$ cat src/rtl/decode_pipe.sv
// Instruction decode stage: decodes in_inst into a control/operand bundle behind a
// one- or two-entry elastic buffer. Define DECODE_PIPE_ILLEGAL_EN to flag undefined opcodes and halt on them.
module decode_pipe #(
   parameter int WIDTH = 32,
   parameter int DEPTH = 2
) (
   input  logic             clk,
   input  logic             rst_n,
   input  logic             flush,
   input  logic             in_valid,
   output logic             in_ready,
   input  logic [WIDTH-1:0] in_inst,
   output logic             out_valid,
   input  logic             out_ready,
   output logic [4:0]       out_opcode,
   output logic [4:0]       out_ctrl,
   output logic [3:0]       out_cc,
   output logic [4:0]       out_sel,
   output logic [14:0]      out_addr,
   output logic [WIDTH-1:0] out_a_data,
   output logic [WIDTH-1:0] out_b_data,
   output logic             out_illegal,
   output logic             halted
);

   // state  | meaning
   // RUN    | accepting instructions
   // HALTED | HALT (or illegal opcode) accepted; input blocked until flush
   typedef enum logic {RUN, HALTED} state_t;

   localparam logic [4:0] OP_NOP  = 5'd0;
   localparam logic [4:0] OP_MOV  = 5'd1;
   localparam logic [4:0] OP_MOVH = 5'd2;
   localparam logic [4:0] OP_BR   = 5'd3;
   localparam logic [4:0] OP_CALL = 5'd4;
   localparam logic [4:0] OP_RET  = 5'd5;
   localparam logic [4:0] OP_HALT = 5'd6;
   localparam logic [4:0] OP_LD   = 5'd8;
   localparam logic [4:0] OP_ST   = 5'd9;
   localparam logic [4:0] OP_ADD  = 5'd16;
   localparam logic [4:0] OP_CMP  = 5'd25;

   localparam logic P_REGS = 1'b1;
   localparam logic S_REGS = 1'b0;

   typedef struct packed {
      logic [4:0]       opcode;
      logic [4:0]       ctrl;
      logic [3:0]       cc;
      logic [4:0]       sel;
      logic [14:0]      addr;
      logic [WIDTH-1:0] a_data;
      logic [WIDTH-1:0] b_data;
      logic             illegal;
   } bundle_t;

   state_t  state;
   bundle_t out_r, skid_r, dec;
   logic    out_valid_r, skid_valid;
   logic    in_fire, halt_like;

   logic [4:0] op;
   logic       is_mov, is_movh, is_br, is_call, is_ret, is_halt, is_alu, is_cmp;
   logic       large_imm, small_imm, defined;
   logic [4:0] a_addr, b_addr, z_addr;
   logic       unused_inst;

   assign unused_inst = ^in_inst;

   always_comb begin
      op        = in_inst[WIDTH-1:WIDTH-5];
      is_mov    = (op == OP_MOV);
      is_movh   = (op == OP_MOVH);
      is_br     = (op == OP_BR);
      is_call   = (op == OP_CALL);
      is_ret    = (op == OP_RET);
      is_halt   = (op == OP_HALT);
      is_cmp    = (op == OP_CMP);
      is_alu    = (op >= OP_ADD) && (op <= OP_CMP);
      large_imm = is_mov | is_movh | is_br | is_call;
      small_imm = is_alu & in_inst[WIDTH-6];
      defined   = is_alu || (op <= OP_HALT) || (op == OP_LD) || (op == OP_ST);

      a_addr = is_br ? {2'b00, in_inst[18:16]} : is_ret ? 5'd31 : large_imm ? 5'd0 : in_inst[9:5];
      b_addr = large_imm ? 5'd0 : in_inst[4:0];
      z_addr = is_br ? 5'd0 : is_call ? 5'd31 : in_inst[20:16];

      dec        = '0;
      dec.opcode = op;
      dec.ctrl   = {is_br, is_br & in_inst[19], is_call, is_ret, is_halt};
      dec.cc     = is_cmp ? in_inst[13:10] : 4'd0;
      dec.sel    = {(is_br ? P_REGS : S_REGS), ~large_imm, S_REGS, ~large_imm & ~small_imm,
                    (is_cmp ? P_REGS : S_REGS)};
      dec.addr   = {a_addr, b_addr, z_addr};
      if (is_mov || is_movh)
         dec.a_data = {{(WIDTH-16){1'b0}}, in_inst[15:0]};
      else
         dec.a_data = {{(WIDTH-16){in_inst[15]}}, in_inst[15:0]};
      if (small_imm)
         dec.b_data = {{(WIDTH-6){in_inst[WIDTH-7]}}, in_inst[WIDTH-7], in_inst[4:0]};
      else
         dec.b_data = {{(WIDTH-5){1'b0}}, in_inst[4:0]};
`ifdef DECODE_PIPE_ILLEGAL_EN
      dec.illegal = ~defined;
      halt_like   = is_halt | ~defined;
`else
      dec.illegal = 1'b0;
      halt_like   = is_halt | (defined & 1'b0);
`endif
   end

   // Both buffer flags and the state are registers; rst_n/flush only mask them.
   always_comb begin
      if (DEPTH > 1)
         in_ready = rst_n & ~flush & (state == RUN) & ~skid_valid;
      else
         in_ready = rst_n & ~flush & (state == RUN) & (~out_valid_r | out_ready);
   end

   assign in_fire = in_valid & in_ready;

   always_ff @(posedge clk) begin
      if (!rst_n) begin
         state       <= RUN;
         out_valid_r <= 1'b0;
         skid_valid  <= 1'b0;
         out_r       <= '0;
         skid_r      <= '0;
      end else if (flush) begin
         state       <= RUN;
         out_valid_r <= 1'b0;
         skid_valid  <= 1'b0;
      end else begin
         if (in_fire && halt_like)
            state <= HALTED;
         if (!out_valid_r || out_ready) begin
            if (DEPTH > 1 && skid_valid) begin
               out_r       <= skid_r;
               out_valid_r <= 1'b1;
               skid_valid  <= 1'b0;
            end else begin
               out_valid_r <= in_fire;
               if (in_fire)
                  out_r <= dec;
            end
         end else if (DEPTH > 1 && in_fire) begin
            skid_r     <= dec;
            skid_valid <= 1'b1;
         end
      end
   end

   assign out_valid   = out_valid_r;
   assign out_opcode  = out_r.opcode;
   assign out_ctrl    = out_r.ctrl;
   assign out_cc      = out_r.cc;
   assign out_sel     = out_r.sel;
   assign out_addr    = out_r.addr;
   assign out_a_data  = out_r.a_data;
   assign out_b_data  = out_r.b_data;
   assign out_illegal = out_r.illegal;
   assign halted      = (state == HALTED);

endmodule

$ cat config.mk
export PLATFORM = sky130hd
export DESIGN_NAME = decode_pipe
export DESIGN_NICKNAME = d
export VERILOG_FILES = /design/src/rtl/decode_pipe.sv
export SDC_FILE = /design/constraint.sdc
export NUM_CORES = 1
export LEC_CHECK = 0
export CAP_MARGIN = 25
export CORE_ASPECT_RATIO = 1.4
export CORE_UTILIZATION = 28
export DETAILED_ROUTE_END_ITERATION = 8
export GPL_ROUTABILITY_DRIVEN = 0
export PLACE_DENSITY = 0.57
export SLEW_MARGIN = 20
export SYNTH_ARGS = -nofsm -noshare
export SYNTH_HDL_FRONTEND = slang
export SYNTH_SLANG_ARGS = --single-unit
$ cat constraint.sdc
create_clock -name clk -period 3.3 [get_ports clk]
set_input_delay 0.33 -clock clk [delete_from_list [all_inputs] [get_ports clk]]
set_output_delay 0.33 -clock clk [all_outputs]
set_load 0.01 [all_outputs]
==> summary.txt, run 1 <==
status = complete, no violations
CTS Buf Count = 9
total congestion overflow = 0
critical path's top delay family = buffers and inverters
Power Density = 444 nW/µm²
Critical Path Fanout Max = 62
clk buf depth = 2
largest net degree at the start of global routing = 85
crit-path max cell delay = 780 ps
number of global-route vias before repair = 3810
share of cells above drive strength 1 = 0.0485
worst slack, placed = 919 ps
CTS sink cnt = 103
Max IR drop VDD = 0.000222 V
GRT Overall Usage = 0.150
routed wire length = 12800 µm
Post-synth EDFFs = 0
first-pass GRT wire length = 20500 µm
fin crit period = 2280 ps
Initial Util = 0.287
type of the worst min-delay path = reg2reg
placed insts = 803
Placement Cell Area = 5730 µm²
Sequential Area = 2060 µm²
critical path buffer and inverter count = 3
non-filler instance count after layout = 817
max cap viols = 0
fillcell total = 1613
postcts setup bufs = 0
Clock H-tree levels = 3
hold buffers post-CTS = 0
Worst Setup Slack, final = 1020 ps
P&R area growth vs syn = 29.2%
via-per-instance ratio = 5.00
setup TNS = 0 ps
first drt pass iteration count = 5
Worst-path clk slew = 70 ps
most frequent cells in the layout = clkdlybuf4s50_1 (132), dfxtp_1 (102), nand2_1 (86)
CP cell instances = clkdlybuf4s50_1, buf_4, clkinv_2, a211oi_1
I/O pins = 139
RSZ-0062 raised after global routing = no
final max-slew violation count = 0
WL per Instance = 15.7 µm
DRC violations left = 0
Hold Fails Final Rpt = 0
latest clock arrival within the worst-skew pair = 340 ps
CTS tree = built
pin slew with the least headroom to its limit = 873 ps
DRT iter0 DRCs = 371
Post-synth ARST share = 0
Die H = 154 µm
Crit. End Element = register
Root Driver = clkbuf_16
Netlist cell types = 40
initial antenna violation count = 0
slew margin rel. = 0.417
critical path data arrival time = 2510 ps
Post-CTS Resized = 0
required time worst endpoint = 3540 ps
full die area = 17100 µm²
Rows = 55
final setup violation count = 0
CP max stage cell = clkinv_2
Syn. warnings = 0
synthesized area per cell = 8.38 µm²
Post-DRT Antenna Nets = 0
post-layout util = 0.371
Post-synth top flop = dfxtp_1
Post-Synthesis Cells = 555
CP Launch Type = primary input
Worst Skew = 6.83 ps
PortBufs = 132
chip width = 111 µm
detailed-placement wirelength estimate = 8700 µm
routed vias = 4082
Final nets = 652
flop and latch count out of synthesis = 103
Design Area, Final = 6000 µm²
Antenna diodes = 0
Worst Setup Path Type = in2reg
sequential fraction of the synthesis area = 0.444
leakage power total = 1.96 nW
most common cell after layout, fill and taps aside = clkdlybuf4s50_1
final worst path period share = 0.690
synthesized area = 4650 µm²
area of the multi-input gates = 2010 µm²
fmax = 0.439 GHz
core area = 16200 µm²
[tightest hold or removal path: stages, from the launching register on]
cell	delay, ps
dfxtp_1	310
nand2_1	50
a21oi_1	50
[flip-flops by register name (all words and copies together), names as in the netlist]
name	cells
halted	1
out_a_data	17
out_addr	15
out_b_data	1
out_cc	4
out_ctrl	4
out_opcode	5
out_sel	4
out_valid	1
skid_r	50
skid_valid	1
[layer usage]
layer,vias to the layer above,track usage,share of wire
met1,1911,0.182,0.43
met2,120,0.255,0.50
met4,0,0.0641,0.023
met3,20,0.0313,0.050
li1,2031,-,-
met5,-,0,0
[Yosys cell counts, drive strengths merged, types with 3 or more instances]
cell | n | area [µm²]
mux2i | 22 | 220
nand3 | 18 | 90.1
o21ai | 39 | 195
clkbuf | 20 | 75.1
o221ai | 3 | 26.3
o21a | 3 | 22.5
inv | 4 | 15.0
dfxtp | 103 | 2060
buf | 71 | 488
nand2 | 86 | 323
a21oi | 57 | 285
a31oi | 14 | 93.8
nor3 | 3 | 15.0
o211ai | 6 | 45.0
and3 | 4 | 25.0
a221oi | 13 | 114
nor2 | 40 | 153
a211oi | 25 | 188
[final cells by class]
| cell class | count | share of cell area |
|---|---|---|
| Sequential cell | 103 | 0.344 |
| Clock inverter | 3 | 0.00313 |
| Multi-Input combinational cell | 356 | 0.335 |
| Clock buffer | 11 | 0.0421 |
| Timing Repair Buffer | 139 | 0.231 |
| Tap cell | 199 | 0.0415 |
| Inverter | 6 | 0.00396 |
[per-stage QoR]
stage | total power [mW] | hold slack [ps]
after global routing | 2.77 | 472
final | 2.67 | 453
after floorplan | 1.53 | 432
after global placement | 1.69 | 440
after detailed placement | 1.70 | 444
after CTS | 2.69 | 454
[worst paths after layout]
kind         startpoint            end  slack, ps  cells after the start
min reg2reg  skid_r[48]     skid_r[48]        450                      2
min          skid_r[48]     skid_r[48]        450                      2
max               rst_n  out_a_data[3]       1020                      4
max reg2reg  skid_valid     skid_r[86]       1400                      4
[cells by family after synthesis]
family / after synthesis / synth area share
buffers and inverters: 97 / 0.126
XOR/XNOR: 1 / 0.00188
flip-flops: 103 / 0.444
other: 1 / 0.000807
multiplexers: 22 / 0.0474
AND/OR/NAND/NOR: 165 / 0.160
AO/OA/AOI/OAI: 166 / 0.220
[report_power, final]
part / leakage (nW) / switching, mW / total, mW / internal [mW]
Combinational: 0.988 / 0.175 / 0.361 / 0.186
Sequential: 0.836 / 0.0271 / 1.31 / 1.28
Clock: 0.138 / 0.457 / 1.00 / 0.545
No activity file was read; power rests on OpenSTA's default activity.
==> run 2, diff against run 1 <==
--- a/config.mk
+++ b/config.mk
@@ -10,7 +10,7 @@
 export CORE_UTILIZATION = 28
 export DETAILED_ROUTE_END_ITERATION = 8
 export GPL_ROUTABILITY_DRIVEN = 0
-export PLACE_DENSITY = 0.57
+export PLACE_DENSITY = 0.59
 export SLEW_MARGIN = 20
 export SYNTH_ARGS = -nofsm -noshare
 export SYNTH_HDL_FRONTEND = slang
==> constraint.sdc (replaced) <==
create_clock -name clk -period 2 [get_ports clk]
set_input_delay 0.2 -clock clk [delete_from_list [all_inputs] [get_ports clk]]
set_output_delay 0.2 -clock clk [all_outputs]
set_load 0.01 [all_outputs]
==> summary.txt, run 2 (synthesis results as in run 1) <==
Hold Fails Final Rpt = 0
full die area = 17100 µm²
type of the worst min-delay path = in2reg
final setup violation count = 0
non-filler instance count after layout = 834
postcts setup bufs = 0
CTS tree = built
clk buf depth = 2
fillcell total = 1581
via-per-instance ratio = 4.96
Worst Setup Path Type = reg2out
routed vias = 4138
latest clock arrival within the worst-skew pair = 350 ps
CTS sink cnt = 103
CP cell instances = nor4b_4, clkdlybuf4s50_1
Die H = 154 µm
hold buffers post-CTS = 0
max reg flops = 50
max cap viols = 0
final worst path period share = 0.920
total congestion overflow = 0
first-pass GRT wire length = 20300 µm
share of cells above drive strength 1 = 0.0724
total power = 4.69 mW
WL per Instance = 15.4 µm
core area = 16200 µm²
pin slew with the least headroom to its limit = 515 ps
critical path's top delay family = buffers and inverters
final max-slew violation count = 0
detailed-placement wirelength estimate = 8960 µm
Global Route met3 Usage = 0.0380
Critical Path Fanout Max = 5
Final nets = 667
DRT iter0 DRCs = 240
Post-CTS Resized = 0
global route hottest layer = met2
status = complete, no violations
I/O pins = 139
Root Driver = clkbuf_16
number of global-route vias before repair = 3795
met1 Use GR = 0.185
Initial Util = 0.287
slew margin rel. = 0.654
Worst Skew = 7.04 ps
Clock H-tree levels = 3
GRT Overall Usage = 0.149
critical path data arrival time = 1640 ps
first drt pass iteration count = 5
DRC violations left = 0
P&R area growth vs syn = 34.1%
leakage power total = 2.07 nW
most common cell after layout, fill and taps aside = clkdlybuf4s50_1
routed wire length = 12900 µm
Post-DRT Antenna Nets = 0
chip width = 111 µm
RSZ-0062 raised after global routing = no
Power Density = 752 nW/µm²
fmax = 0.543 GHz
Max IR drop VDD = 0.000429 V
placed insts = 818
initial antenna violation count = 0
fin crit period = 1840 ps
most frequent cells in the layout = clkdlybuf4s50_1 (132), dfxtp_1 (102), nand2_1 (86)
CP max stage cell = clkdlybuf4s50_1
CP Launch Type = register
Biggest register = skid_r
Antenna diodes = 0
largest net degree at the start of global routing = 58
Crit. End Element = output port
CTS Buf Count = 9
Rows = 55
critical path buffer and inverter count = 1
required time worst endpoint = 1800 ps
Global Route met2 Usage = 0.243
Worst-path clk slew = 70 ps
PortBufs = 132
crit-path max cell delay = 600 ps
[run 2: path summary, 6_finish.rpt]
path	from	slack, ps	endpoint	cells after the start
worst min register to register	skid_r[41]	450	skid_r[41]	2
worst min-delay path	in_inst[14]	440	skid_r[47]	3
worst max-delay path	halted	160	in_ready	2
worst max register to register	skid_valid	390	out_addr[10]	5
[run 2: per-stage QoR]
stage	area (µm²)	setup TNS (ps)	hold slack, ps	util	setup slack, ps
2_1_floorplan	4650	0	336	-	498
3_3_place_gp	5910	0	439	0.365	127
3_5_place_dp	5910	-10.4	446	0.365	-10.4
4_1_cts	6230	0	439	0.385	134
5_1_grt	6230	0	459	0.385	65.2
6_report	6230	0	436	0.385	160
[run 2: layer usage]
metal  wire (µm)  vias to the layer above
met3         522                       17
met4         309                        0
li1            -                     2059
met1        5780                     1958
met5           0                        -
met2        6240                      104
[run 2: final cells by class]
cell class	count	area, µm²	area share
multi-input cells	356	2010	0.323
inverters	6	22.5	0.00361
repair buffers	154	1560	0.251
well taps	199	249	0.0400
flip-flops and latches	103	2060	0.331
clock buffers	11	243	0.0390
clock inverters	5	81.3	0.0131
[run 2: tightest hold or removal path: stages]
cell	delay, ps
clkdlybuf4s50_1	420
nand2_1	70
a21oi_1	50
[run 2: power by group]
part | switching, mW | internal [mW] | leakage [nW]
logic | 0.299 | 0.327 | 1.08
clock network | 0.782 | 1.13 | 0.156
registers | 0.0372 | 2.11 | 0.836
==> run 3, diff against run 2 <==
--- a/config.mk
+++ b/config.mk
@@ -10,6 +10,7 @@
 export CORE_UTILIZATION = 28
 export DETAILED_ROUTE_END_ITERATION = 8
 export GPL_ROUTABILITY_DRIVEN = 0
+export GPL_TIMING_DRIVEN = 0
 export PLACE_DENSITY = 0.59
 export SLEW_MARGIN = 20
 export SYNTH_ARGS = -nofsm -noshare
==> summary.txt, run 3 (synthesis results as in run 1) <==
max reg flops = 50
Clock H-tree levels = 3
initial antenna violation count = 0
hold_sp = in_inst[27]
Initial Util = 0.287
via-per-instance ratio = 5.00
routed wire length = 15000 µm
largest net degree at the start of global routing = 29
max cap viols = 0
fin crit period = 1880 ps
Final nets = 734
leakage power total = 2.34 nW
latest clock arrival within the worst-skew pair = 350 ps
total power = 4.68 mW
most frequent cells in the layout = clkdlybuf4s50_1 (130), dfxtp_1 (101), nand2_1 (86)
worst slack, placed = -233 ps
CTS tree = built
Root Driver = clkbuf_16
final worst path period share = 0.938
Die H = 154 µm
critical path data arrival time = 1680 ps
final setup violation count = 0
most common cell after layout, fill and taps aside = clkdlybuf4s50_1
pin slew with the least headroom to its limit = 677 ps
Worst Setup Path Type = reg2out
Worst-path clk slew = 70 ps
WL per Instance = 16.6 µm
DRT iter0 DRCs = 325
Biggest register = skid_r
Worst Skew = 9.82 ps
first drt pass iteration count = 5
Antenna diodes = 0
post-layout util = 0.403
total congestion overflow = 0
CTS sink cnt = 103
fmax = 0.533 GHz
WHS Path Cells = 3
r2r worst-path depth = 6
status = complete, no violations
detailed-placement wirelength estimate = 11400 µm
fillcell total = 1607
type of the worst min-delay path = in2reg
final max-slew violation count = 0
slew margin rel. = 0.549
DRC violations left = 0
I/O pins = 139
Hold WS = 193 ps
Power Density = 718 nW/µm²
full die area = 17100 µm²
P&R area growth vs syn = 40.3%
number of global-route vias before repair = 4297
PortBufs = 130
postcts setup bufs = 0
required time worst endpoint = 1800 ps
reg2reg start = halted
Hold Fails Final Rpt = 0
CTS Buf Count = 9
Placement Cell Area = 6200 µm²
Worst Setup Slack, final = 124 ps
core area = 16200 µm²
CP Launch Type = register
Design Area, Final = 6520 µm²
hold buffers post-CTS = 0
Rows = 55
share of cells above drive strength 1 = 0.135
Post-DRT Antenna Nets = 0
Crit. End Element = output port
Critical Path Fanout Max = 28
Critical Path Start = out_b_data[30]
clk buf depth = 2
Max IR drop VDD = 0.000465 V
RSZ-0062 raised after global routing = no
chip width = 111 µm
first-pass GRT wire length = 23300 µm
routed vias = 4509
GRT Overall Usage = 0.174
[run 3: changes by cell type in the layout (fill, tap and decap cells not counted), sizes merged]
cell / before / now
buf: 22 / 70
clkbuf: 11 / 32
bufinv: 2 / 1
clkinvlp: 1 / 2
clkdlybuf4s50: 132 / 130
[run 3: through the flow]
| stage | instances | TNS (ps) |
|---|---|---|
| after detailed placement | 885 | -11000 |
| after global placement | 885 | -7570 |
| final | 901 | 0 |
| after CTS | 901 | 0 |
| after global routing | 901 | 0 |
| after floorplan | 556 | 0 |
[run 3: path summary, 6_finish.rpt]
kind	end	slack (ps)
max reg2reg	out_addr[13]	140
max	out_b_data[15]	120
min	skid_r[94]	190
min reg2reg	skid_r[89]	460
[run 3: power by group]
group	total (mW)	internal (mW)	switching [mW]	leakage [nW]
combinational	0.694	0.368	0.326	1.35
sequential	2.16	2.11	0.0453	0.837
clock	1.83	1.04	0.795	0.152
[run 3: routing by layer]
| metal | share of wire | wire (µm) | global-route usage | vias to the layer above |
|---|---|---|---|---|
| met3 | 0.041 | 606 | 0.0247 | 22 |
| met2 | 0.53 | 7920 | 0.318 | 130 |
| met4 | 0.022 | 325 | 0.0756 | 0 |
| li1 | - | - | - | 2186 |
| met5 | 0 | 0 | 0 | - |
| met1 | 0.41 | 6100 | 0.200 | 2171 |
[run 3: what timing repair did]
item / 4_1_cts / 5_1_grt
endpoints found under the hold margin: 0 / 0
cloned: 0 / 0
pin swaps: 0 / 0
setup endpoints to repair: 27 / 23
gates resized for setup: 1 / 3
[run 3: worst max-delay path, stage by stage (launching register included)]
cell and delay (ps):
dfxtp_2 610, buf_4 180, clkdlybuf4s50_1 540
[run 3: final cells by class]
type                    count  area, µm²  area share
clock buffers              11        253      0.0388
plain buffers              91        566      0.0867
repair buffers            130       1300       0.200
flip-flops and latches    103       2060       0.317
inverters                   6       26.3     0.00403
multi-input cells         356       2000       0.307
well taps                 199        249      0.0382
clock inverters             5       56.3     0.00864
